**src/rtl/exc_encode.sv**
```systemverilog
// Exception cause encoder: carries per-stage exception codes down a D/E/M
// shadow pipeline, resolves the cause at M and holds a request until CP0 acks.
module exc_encode #(
  parameter int unsigned PC_W = 32
) (
  input  logic            clk,
  input  logic            rst_n,
  input  logic            stall,
  input  logic            f_valid,
  input  logic [PC_W-1:0] f_pc,
  input  logic            addr_err_f,
  input  logic            cache_err_f,
  input  logic            bus_err_f,
  input  logic            cp0_unused,
  input  logic            instr_undefine,
  input  logic            syscall,
  input  logic            break_point,
  input  logic            overflow,
  input  logic            trap,
  input  logic            addr_err_m,
  input  logic            cache_err_m,
  input  logic            bus_err_m,
  input  logic            exc_ack,
  output logic            exc_req,
  output logic [4:0]      excode,
  output logic [PC_W-1:0] exc_epc,
  output logic            flush
);

  localparam int unsigned CODE_W = 5;

  typedef enum logic [0:0] {
    IDLE = 1'b0,
    REQ  = 1'b1
  } state_e;

  state_e              state_q, state_d;
  logic                d_valid_q, d_valid_d;
  logic [PC_W-1:0]     d_pc_q, d_pc_d;
  logic [CODE_W-1:0]   d_code_q, d_code_d;
  logic                e_valid_q, e_valid_d;
  logic [PC_W-1:0]     e_pc_q, e_pc_d;
  logic [CODE_W-1:0]   e_code_q, e_code_d;
  logic                m_valid_q, m_valid_d;
  logic [PC_W-1:0]     m_pc_q, m_pc_d;
  logic [CODE_W-1:0]   m_code_q, m_code_d;
  logic [CODE_W-1:0]   excode_q, excode_d;
  logic [PC_W-1:0]     epc_q, epc_d;

  logic [CODE_W-1:0]   enc_f, enc_d, enc_e, enc_m, code_m;

  // Fetch-stage encoder: lowest code wins, gated by the stage valid
  always_comb begin
    enc_f = '0;
    if (f_valid) begin
      if (addr_err_f)       enc_f = CODE_W'(1);
      else if (cache_err_f) enc_f = CODE_W'(2);
      else if (bus_err_f)   enc_f = CODE_W'(3);
    end
  end

  // Decode-stage encoder
  always_comb begin
    enc_d = '0;
    if (d_valid_q) begin
      if (cp0_unused)          enc_d = CODE_W'(4);
      else if (instr_undefine) enc_d = CODE_W'(5);
      else if (syscall)        enc_d = CODE_W'(8);
      else if (break_point)    enc_d = CODE_W'(9);
    end
  end

  // Execute-stage encoder
  always_comb begin
    enc_e = '0;
    if (e_valid_q) begin
      if (overflow)  enc_e = CODE_W'(6);
      else if (trap) enc_e = CODE_W'(7);
    end
  end

  // Memory-stage encoder and commit resolution (earlier cause dominates)
  always_comb begin
    enc_m = '0;
    if (m_valid_q) begin
      if (addr_err_m)       enc_m = CODE_W'(10);
      else if (cache_err_m) enc_m = CODE_W'(11);
      else if (bus_err_m)   enc_m = CODE_W'(12);
    end
    code_m = (m_code_q != '0) ? m_code_q : enc_m;
  end

  // Next-state: shadow pipeline advance, commit and request handshake
  always_comb begin
    state_d   = state_q;
    d_valid_d = d_valid_q;
    d_pc_d    = d_pc_q;
    d_code_d  = d_code_q;
    e_valid_d = e_valid_q;
    e_pc_d    = e_pc_q;
    e_code_d  = e_code_q;
    m_valid_d = m_valid_q;
    m_pc_d    = m_pc_q;
    m_code_d  = m_code_q;
    excode_d  = excode_q;
    epc_d     = epc_q;

    case (state_q)
      IDLE: begin
        if (!stall) begin
          if (m_valid_q && (code_m != '0)) begin
            // Commit: latch cause and squash everything younger
            state_d   = REQ;
            excode_d  = code_m;
            epc_d     = m_pc_q;
            d_valid_d = 1'b0;
            e_valid_d = 1'b0;
            m_valid_d = 1'b0;
          end else begin
            d_valid_d = f_valid;
            d_pc_d    = f_pc;
            d_code_d  = enc_f;
            e_valid_d = d_valid_q;
            e_pc_d    = d_pc_q;
            e_code_d  = (d_code_q != '0) ? d_code_q : enc_d;
            m_valid_d = e_valid_q;
            m_pc_d    = e_pc_q;
            m_code_d  = (e_code_q != '0) ? e_code_q : enc_e;
          end
        end
      end
      REQ: begin
        // Valids stay cleared; only the ack matters here
        if (exc_ack) state_d = IDLE;
      end
      default: state_d = IDLE;
    endcase
  end

  // State and shadow registers
  always_ff @(posedge clk or negedge rst_n) begin
    if (!rst_n) begin
      state_q   <= IDLE;
      d_valid_q <= 1'b0;
      d_pc_q    <= '0;
      d_code_q  <= '0;
      e_valid_q <= 1'b0;
      e_pc_q    <= '0;
      e_code_q  <= '0;
      m_valid_q <= 1'b0;
      m_pc_q    <= '0;
      m_code_q  <= '0;
      excode_q  <= '0;
      epc_q     <= '0;
    end else begin
      state_q   <= state_d;
      d_valid_q <= d_valid_d;
      d_pc_q    <= d_pc_d;
      d_code_q  <= d_code_d;
      e_valid_q <= e_valid_d;
      e_pc_q    <= e_pc_d;
      e_code_q  <= e_code_d;
      m_valid_q <= m_valid_d;
      m_pc_q    <= m_pc_d;
      m_code_q  <= m_code_d;
      excode_q  <= excode_d;
      epc_q     <= epc_d;
    end
  end

  assign exc_req = (state_q == REQ);
  assign flush   = (state_q == REQ);
  assign excode  = excode_q;
  assign exc_epc = epc_q;

endmodule

```
**config.mk**
```make
export PLATFORM = sky130hd
export DESIGN_NAME = exc_encode
export DESIGN_NICKNAME = d
export VERILOG_FILES = /design/src/rtl/exc_encode.sv
export SDC_FILE = /design/constraint.sdc
export NUM_CORES = 1
export LEC_CHECK = 0
export BUFFER_PORTS_ARGS = -buffer_cell sky130_fd_sc_hd__buf_2
export CAP_MARGIN = 5
export CORE_MARGIN = 2
export CORE_UTILIZATION = 45
export CTS_CLUSTER_DIAMETER = 60
export DETAILED_ROUTE_END_ITERATION = 10
export PLACE_DENSITY = 0.66
export REMOVE_ABC_BUFFERS = 1
export SLEW_MARGIN = 20
export SYNTH_ARGS = -nofsm -noshare
export SYNTH_HDL_FRONTEND = slang
export SYNTH_SLANG_ARGS = --single-unit
```
**constraint.sdc**
```tcl
create_clock -name clk -period 2.69 [get_ports clk]
set_input_delay 0.538 -clock clk [delete_from_list [all_inputs] [get_ports clk]]
set_output_delay 0.538 -clock clk [all_outputs]
set_load 0.05 [all_outputs]
```
==> flow_metrics.tcl, run 1 <==
set metrics [dict create \
    cts_tree "yes" \
    gr-total-overflow 0 \
    ys_seq_elements 146 \
    grt_max_degree 58 \
    final_layout_size_suffix_gt1_share_pct 52.7 \
    vdd_drop_max_mv 0.657 \
    globalRouteTotalUtil_pct 15.7 \
    edff_count_synth 0 \
    cts_max_path_buffers 2 \
    worstReg2RegEnd "m_pc_q[27]" \
    worst-endpoint-required_ns 2.98 \
    floorplan.initialDensity_pct 46.4 \
    floorplan.die.width_um 116 \
    i_o_pins 88 \
    critPathKind "register to register" \
    dpl_worst_slack_ns 0.316 \
    syn_area_per_cell_um2 15.6 \
    detail_route.drc_violations 0 \
    first_pass_grt_wire_length_um 15800 \
    layout_setup_ws_ns 0.511 \
    cp-end-kind "register" \
    critPathBufInv 0 \
    core_area_um2 12100 \
    cts-buffers-inserted 17 \
    worst_ep_arrival_time_ns 2.47 \
    drt_first_pass_iters 4 \
    setup_viol 0 \
    synth_top_area_cell "dfrtp_1" \
    period_needed_ns 2.18 \
    cellLeakagePower_uw 0.00308 \
    grt_pass1_vias 3268 \
    synthToLayoutAreaGrowth_pct 21.7 \
    fin_nets 502 \
    gp_routability_congestion 0.796 \
    p_total_uw 9650 \
    insertion_delay_ns 0.41 \
    ys.flop_type "dfrtp_1" \
    synth_top_cells_by_area "dfrtp_1 (65%), mux2_2 (23%), mux2_1 (2.8%), o21ai_0 (1.4%), buf_2 (1.1%)" \
    run_status "finished, final reports clean" \
    netlist_top_cells_count "dfrtp_1 (146), mux2_2 (115), o21ai_0 (16)" \
    cap_viol_max_count 0 \
    clock_skew_ns 0.00707 \
    routed_wire_length_per_instance_um 14.9 \
    setup.worst_path.start_class "register" \
    highest_layer "met4" \
    drt-met1-wl_um 4340 \
    port_buffers 86 \
    antenna_found_initial 0 \
    hp-class "primary input to asynchronous set/reset pin" \
    critical-path-max-stage-delay_ns 0.50 \
    worst-r2r-setup-slack_ns 0.51 \
    finish.instance_area_um2 6840 \
    power_density_over_cell_area_nw_per_um2 1410 \
    hold-worst-slack_ns 0.0662 \
    postCtsSetupRepairBufs 0 \
    cts-htree-levels 4 \
    critical_path_peak_fanout 38 \
    cp_cell_sequence "nor4_4 > a21boi_2 > nand2b_4 > mux2_1" \
    rows 40 \
    syn_inst 361 \
    dpl.hpwl_um 6170 \
    placement.cell_area_um2 6240 \
    report.final.slew_viol_count 0 \
    slew-limit-headroom_pct 63.6 \
    timing.final.hold_violations 0 \
    detailroute.wirelength.met3_um 545 \
    layout_worst_path_cycle_share_pct 81.0 \
    cts.sinks 146 \
    yosysTopAreaCellShare_pct 65.0 \
    cts_hold_buffers 0 \
    via_per_inst 4.97 \
    num_vias 3146 \
    insertedDiodeCount 0 \
    yosys_warns 0 \
    detail_route.iter0.violations 107 \
    drt_wl_total_um 9460 \
    routed-wl-met2_um 4500 \
    max_freq_mhz 459 \
    antenna_left 0 \
    post_cts_resize_count 0 \
    worst_pin_slew_ns 0.545 \
    synth_area_um2 5620 \
    worst_r2r_path_depth 4 \
    synth_async_sr_flop_share_pct 100 \
    synth.yosys.seq_area_share_pct 65.0 \
    slowest_stage "nor4_4" \
    root_driver "clkbuf_16" \
    critPathTopFamily "simple AND/OR/NAND/NOR gates" \
    synth_cell_types 34 \
    rr_startpoint "m_code_q[0]" \
    floorplan.die_area_um2 13400 \
    post-synth-top-count-cell "dfrtp_1" \
    rsz0062_at_grt "false" \
    dieHeight_um 116 \
    clock_transition_at_the_register_clock_pins_on_the_worst_setup_and_hold_paths_after_cts_ns 0.06 \
]
## per-layer routing
metal / up-vias / track usage (%)
li1: 1474 / -
met4: 0 / 6.90
met3: 7 / 5.70
met5: - / 0
met1: 1598 / 20.2
met2: 67 / 24.0
## sequential cells by signal, summed over array words and instances (netlist names), 2 cells and up
signal	count
excode	4
m_pc_q	32
d_pc_q	32
m_code_q	4
e_pc_q	32
e_code_q	4
d_code_q	2
exc_epc	32
## report_power, final
group	switching, µW	internal [µW]
clock network	842	1520
logic	1940	1460
registers	568	3320
total	3350	6300
## how the worst max path moves through the flow
stage | start | to | slack [ns] | cells past startpoint
after CTS | m_code_q[0] | m_pc_q[17] | 0.51 | 4
after global placement | cache_err_m | m_pc_q[27] | 0.32 | 5
after detailed placement | cache_err_m | m_pc_q[17] | 0.32 | 5
after floorplan | exc_req | exc_epc[0] | -1.12 | 3
final | m_code_q[0] | m_pc_q[27] | 0.51 | 4
after global routing | m_code_q[0] | m_pc_q[17] | 0.36 | 4
## kinds of logic (layout without fill, tap and decap cells)
family                 Yosys count  count (layout)  synth area share [%]
AO/OA/AOI/OAI                   36              36                  4.14
buffers and inverters           24             128                  2.34
flip-flops                     146             146                  65.0
multiplexers                   129             129                  25.8
other                            1               1                0.0667
AND/OR/NAND/NOR                 25              25                  2.60
## worst register-to-register path: stages (launching register included)
cell,delay [ns]
dfrtp_1,0.41
nor4_4,0.50
a21boi_2,0.24
nand2b_4,0.46
mux2_1,0.44
## stage by stage
step	cells	TNS, ns	utilization, %
2_1_floorplan	342	-101.60	-
3_3_place_gp	602	0	51.5
3_5_place_dp	602	0	51.5
4_1_cts	633	0	56.5
5_1_grt	633	0	56.5
6_report	633	0	56.5
## placed cells by master, fill, tap and decap left out, types with 2 or more instances in the layout
cell type   instances
dfrtp_1           146
mux2_2            115
buf_2              85
clkbuf_16          17
o21ai_0            16
mux2_1             14
nor2_1              9
clkinv_2            6
inv_1               5
a21oi_1             5
nand2_1             4
buf_4               4
nor2b_1             3
a41oi_1             3
bufinv_16           3
clkbuf_8            3
nor3_1              2
clkinvlp_4          2
buf_12              2
## layout make-up
class | count | area, µm²
clock buffer | 20 | 467
clock inverter | 11 | 135
fill | 1029 | 5270
inverter | 5 | 18.8
multi-input combinational | 191 | 1850
sequential | 146 | 3650
tap | 168 | 210
timing repair buffer | 92 | 507
Note: power is estimated with default switching activity, not from simulation.
==> inputs of run 2 (changes only) <==
--- a/config.mk
+++ b/config.mk
@@ -11,7 +11,7 @@
 export CORE_UTILIZATION = 45
 export CTS_CLUSTER_DIAMETER = 60
 export DETAILED_ROUTE_END_ITERATION = 10
-export PLACE_DENSITY = 0.66
+export PLACE_DENSITY = 0.68
 export REMOVE_ABC_BUFFERS = 1
 export SLEW_MARGIN = 20
 export SYNTH_ARGS = -nofsm -noshare
==> constraint.sdc (replaced) <==
create_clock -name clk -period 1.98 [get_ports clk]
set_input_delay 0.396 -clock clk [delete_from_list [all_inputs] [get_ports clk]]
set_output_delay 0.396 -clock clk [all_outputs]
set_load 0.05 [all_outputs]
==> flow_metrics.tcl, run 2 (synthesis gave the netlist of run 1 again) <==
set metrics [dict create \
    period_needed_ns 1.86 \
    grt_max_degree 60 \
    p_total_uw 13700 \
    critPathKind "register to register" \
    layout.cells.most_common "dfrtp_1" \
    dieHeight_um 116 \
    clock_skew_ns 0.00840 \
    dpl.hpwl_um 6550 \
    floorplan.initialDensity_pct 46.4 \
    p_seq_share_pct 38.7 \
    i_o_pins 88 \
    sw_frac_of_total_pct 34.1 \
    critPathBufInv 1 \
    post_cts_resize_count 0 \
    rows 40 \
    critical-path-max-stage-delay_ns 0.53 \
    vdd_drop_max_mv 0.980 \
    internal_power_uw 9010 \
    clock_power_share_pct 25.6 \
    critPathTopFamily "simple AND/OR/NAND/NOR gates" \
    cellLeakagePower_uw 0.00318 \
    worst_ep_arrival_time_ns 2.15 \
    power_switching_uw 4670 \
    rsz0062_at_grt "false" \
    cts-buffers-inserted 17 \
    hp-class "primary input to register" \
    max_freq_mhz 538 \
    dpl_worst_slack_ns 0.0592 \
    first_pass_grt_wire_length_um 17000 \
    insertion_delay_ns 0.41 \
    antenna_left 0 \
    num_vias 3292 \
    layout_setup_ws_ns 0.121 \
    detail_route.drc_violations 0 \
    cts_tree "yes" \
    cp_cell_sequence "or3b_2 > a21oi_4 > buf_12 > mux2_2" \
    final.fill_count 979 \
    layout_worst_path_cycle_share_pct 93.9 \
    setup_viol 0 \
    via_per_inst 5.10 \
    worst-r2r-setup-slack_ns 0.12 \
    insertedDiodeCount 0 \
    floorplan.die_area_um2 13400 \
    final_layout_size_suffix_gt1_share_pct 53.0 \
    cts_max_path_buffers 2 \
    floorplan.die.width_um 116 \
    report.final.slew_viol_count 0 \
    worst_pin_slew_ns 0.541 \
    gp_routability_congestion 0.805 \
    timing.final.hold_violations 0 \
    synthToLayoutAreaGrowth_pct 25.5 \
    fin_nets 513 \
    slew-limit-headroom_pct 63.9 \
    critical_path_peak_fanout 18 \
    gr-total-overflow 0 \
    routed_wire_length_per_instance_um 15.5 \
    port_buffers 86 \
    slowest_stage "or3b_2" \
    cts-htree-levels 4 \
    drt_wl_total_um 10000 \
    comb_power_share_pct 35.7 \
    antenna_found_initial 0 \
    clock_transition_at_the_register_clock_pins_on_the_worst_setup_and_hold_paths_after_cts_ns 0.06 \
    timing.setup.tns_ns 0 \
    grt_pass1_vias 3427 \
    run_status "finished, final reports clean" \
    cap_viol_max_count 0 \
    power_density_over_cell_area_nw_per_um2 1940 \
    setup.worst_path.start_class "register" \
    mostFrequentLayoutCells "dfrtp_1 (146), mux2_2 (115), buf_2 (85)" \
    worst-endpoint-required_ns 2.27 \
    detail_route.iter0.violations 174 \
    cts.sinks 146 \
    core_area_um2 12100 \
    root_driver "clkbuf_16" \
    globalRouteTotalUtil_pct 16.7 \
    cp-end-kind "register" \
    drt_first_pass_iters 4 \
]
-- run 2: path summary, 6_finish.rpt --
| kind | start | to | depth (start not counted) |
|---|---|---|---|
| worst max register to register | exc_req | exc_epc[2] | 4 |
| max in group asynchronous | rst_n | e_pc_q[21] | 3 |
| worst max-delay path | exc_req | exc_epc[2] | 4 |
| worst min-delay path | f_pc[24] | d_pc_q[24] | 2 |
| worst min register to register | e_pc_q[20] | m_pc_q[20] | 1 |
| min in group asynchronous | rst_n | exc_epc[15] | 2 |
-- run 2: what timing repair did --
item,in CTS,in global routing
hold buffers,1,0
setup buffers,0,0
endpoints found under the hold margin,56,0
-- run 2: layout make-up --
type	instances	area, µm²	area share, %
Clock buffer	23	478	6.77
Clock inverter	9	176	2.50
Inverter	5	18.8	0.266
Multi-Input combinational cell	191	1850	26.2
Sequential cell	146	3650	51.8
Tap cell	168	210	2.98
Timing Repair Buffer	103	667	9.45
-- run 2: through the flow --
stage / util, % / cells / hold slack (ns) / cell area, µm²
2_1_floorplan: - / 342 / 0.100 / 5510
6_report: 58.3 / 645 / 0.210 / 7060
3_5_place_dp: 52.8 / 612 / 0.409 / 6390
5_1_grt: 58.3 / 645 / 0.198 / 7060
3_3_place_gp: 52.8 / 612 / 0.402 / 6390
4_1_cts: 58.3 / 645 / 0.193 / 7060
-- run 2: worst reg2reg max path, delay by kind of cell, from the launching register on --
family	cells	cell delay, ns
flops	1	0.43
buf+inv	1	0.20
simple gates	1	0.53
mux	1	0.36
compound gates	1	0.22
-- run 2: power groups by stage --
stage               clock, µW  sequential, µW  combinational, µW
finish                   3500            5290               4890
global route             3710            5500               5230
CTS                      3570            5310               4960
detailed placement          0            5340               4940
global placement            0            5270               4790
floorplan                   0            6480               2340
-- run 2: metal layers --
metal / wire [µm] / part of all wire, % / track usage [%] / vias up
met1: 4610 / 46 / 22.0 / 1694
li1: - / - / - / 1495
met4: 136 / 1.4 / 5.95 / 0
met2: 4660 / 47 / 25.6 / 90
met3: 609 / 6.1 / 6.43 / 13
met5: 0 / 0 / 0 / -
==> inputs of run 3 (changes only) <==
--- a/config.mk
+++ b/config.mk
@@ -5,13 +5,16 @@
 export SDC_FILE = /design/constraint.sdc
 export NUM_CORES = 1
 export LEC_CHECK = 0
+export ABC_AREA = 1
 export BUFFER_PORTS_ARGS = -buffer_cell sky130_fd_sc_hd__buf_2
 export CAP_MARGIN = 5
+export CELL_PAD_IN_SITES_DETAIL_PLACEMENT = 1
+export CELL_PAD_IN_SITES_GLOBAL_PLACEMENT = 1
 export CORE_MARGIN = 2
-export CORE_UTILIZATION = 45
+export CORE_UTILIZATION = 39
 export CTS_CLUSTER_DIAMETER = 60
 export DETAILED_ROUTE_END_ITERATION = 10
-export PLACE_DENSITY = 0.68
+export PLACE_DENSITY_LB_ADDON = 0.1
 export REMOVE_ABC_BUFFERS = 1
 export SLEW_MARGIN = 20
 export SYNTH_ARGS = -nofsm -noshare
==> flow_metrics.tcl, run 3 <==
set metrics [dict create \
    synthToLayoutAreaGrowth_pct 21.0 \
    antenna_found_initial 0 \
    comb_power_share_pct 40.2 \
    synth_area_um2 6090 \
    floorplan.die_area_um2 16600 \
    floorplan.initialDensity_pct 40.0 \
    rows 45 \
    layout_setup_ws_ns 0.145 \
    hold-worst-slack_ns 0.159 \
    via_per_inst 5.11 \
    yosys_warns 0 \
    synth_top_cells_by_area "dfrtp_1 (60%), nand2_1 (19%), nand3_1 (9.2%), nand4_1 (3.8%), buf_2 (1.9%)" \
    layout_worst_path_cycle_share_pct 92.7 \
    sw_frac_of_total_pct 42.9 \
    clock_transition_at_the_register_clock_pins_on_the_worst_setup_and_hold_paths_after_cts_ns 0.06 \
    cts_tree "yes" \
    dpl.hpwl_um 8940 \
    run_status "finished, final reports clean" \
    cts-htree-levels 4 \
    cts-buffers-inserted 17 \
    internal_power_uw 7730 \
    cap_viol_max_count 0 \
    grt_max_degree 77 \
    routed_wire_length_per_instance_um 15.7 \
    clock_power_share_pct 22.7 \
    clock_skew_ns 0.00917 \
    detail_route.iter0.violations 290 \
    max_freq_mhz 545 \
    post-synth-top-count-cell "nand2_1" \
    yosysTopAreaCellShare_pct 60.0 \
    i_o_pins 88 \
    synth.yosys.seq_area_share_pct 60.0 \
    final.fill_count 1814 \
    p_seq_share_pct 37.1 \
    insertion_delay_ns 0.42 \
    synth_async_sr_flop_share_pct 100 \
    period_needed_ns 1.83 \
    rr_startpoint "m_code_q[3]" \
    gp_routability_congestion 0.725 \
    ys.flop_type "dfrtp_1" \
    netlist_top_cells_count "nand2_1 (302), dfrtp_1 (146), nand3_1 (112)" \
    setup.worst_path.start_class "register" \
    hp-class "primary input to register" \
    drt_first_pass_iters 4 \
    dieHeight_um 129 \
    floorplan.die.width_um 129 \
    grt_pass1_vias 4963 \
    insertedDiodeCount 0 \
    critical_path_peak_fanout 29 \
    root_driver "clkbuf_16" \
    report.final.slew_viol_count 0 \
    drt_wl_total_um 15200 \
    worst_pin_slew_ns 0.532 \
    dpl_worst_slack_ns 0.137 \
    gr-total-overflow 0 \
    syn_area_per_cell_um2 8.76 \
    power_density_over_cell_area_nw_per_um2 1840 \
    antenna_left 0 \
    worst_ep_arrival_time_ns 2.18 \
    first_pass_grt_wire_length_um 25300 \
    critPathKind "register to register" \
    fin_nets 819 \
    synth_cell_types 18 \
    cp-end-kind "register" \
    timing.final.hold_violations 0 \
    setup_viol 0 \
    edff_count_synth 0 \
    worstHoldStart "exc_ack" \
    cellLeakagePower_uw 0.00406 \
    ys_seq_elements 146 \
    mostFrequentLayoutCells "nand2_1 (301), dfrtp_1 (145), nand3_1 (112)" \
    power_switching_uw 5800 \
    core_area_um2 15200 \
    layout.cells.most_common "nand2_1" \
    final_layout_size_suffix_gt1_share_pct 18.5 \
    cts_max_path_buffers 2 \
    num_vias 4952 \
    detail_route.drc_violations 0 \
    vdd_drop_max_mv 0.852 \
    globalRouteTotalUtil_pct 19.3 \
    worst-endpoint-required_ns 2.33 \
    startpoint "m_code_q[3]" \
    synth_top_area_cell "dfrtp_1" \
    cts.sinks 146 \
    slew-limit-headroom_pct 64.5 \
    port_buffers 86 \
    syn_inst 695 \
]
[run 3: kinds of logic after synthesis]
group	share of synthesized area, %
AND/OR/NAND/NOR	33.1
flip-flops	60.0
buffers and inverters	5.77
AO/OA/AOI/OAI	1.03
other	0.0616
[run 3: stage by stage]
stage	util (%)	cell area (µm²)	power [µW]	instances	TNS, ns
floorplan	-	5790	8550	642	-867.97
global placement	44.2	6720	10200	933	0
detailed placement	44.2	6720	10400	933	0
CTS	48.0	7300	13600	965	0
global route	48.5	7370	14500	970	-0.0590
finish	48.5	7370	13500	970	0
[run 3: worst paths after layout]
check | to | slack, ns | depth (start not counted)
hold / removal | exc_req | 0.16 | 2
hold reg to reg | exc_epc[28] | 0.46 | 2
setup reg to reg | d_pc_q[15] | 0.15 | 10
min in group asynchronous | e_code_q[2] | 0.49 | 2
max in group asynchronous | d_pc_q[5] | 0.76 | 3
setup / recovery | d_pc_q[15] | 0.15 | 10
[run 3: layout make-up]
type / count / area (µm²) / share of cell area (%)
repair buffers: 109 / 753 / 10.2
clock buffers: 22 / 484 / 6.57
inverters: 14 / 52.6 / 0.713
clock inverters: 9 / 81.3 / 1.10
multi-input cells: 482 / 2110 / 28.6
well taps: 188 / 235 / 3.19
flip-flops and latches: 146 / 3650 / 49.6
[run 3: metal layers]
layer,up-vias,GRT usage (%),wire [µm]
met4,0,4.92,138
met3,13,5.16,484
met2,72,30.4,7350
met1,2475,26.7,7240
li1,2392,-,-
met5,-,0,0
[run 3: power by group through the flow]
stage          clock (µW)  combinational, µW  sequential (µW)
2_1_floorplan           0               2440             6110
3_3_place_gp            0               5200             5000
3_5_place_dp            0               5360             5070
4_1_cts              3140               5400             5030
5_1_grt              3280               6070             5190
6_report             3070               5440             5020
[run 3: worst max-delay path: stages, from the launching register on]
cell       delay [ns]
dfrtp_1          0.40
nor2_1           0.16
nand2_1          0.13
o21bai_1         0.21
nor2_1           0.07
nand2_2          0.13
nand2_4          0.10
nand2_4          0.17
clkbuf_16        0.24
nand2_1          0.07
nand2_1          0.07
[run 3: timing repair]
action | CTS | global route
gates resized for setup | 0 | 3
setup endpoints to repair | 0 | 70
buffers inserted | 0 | 4
hold buffers | 1 | 0
endpoints found under the hold margin | 48 | 0
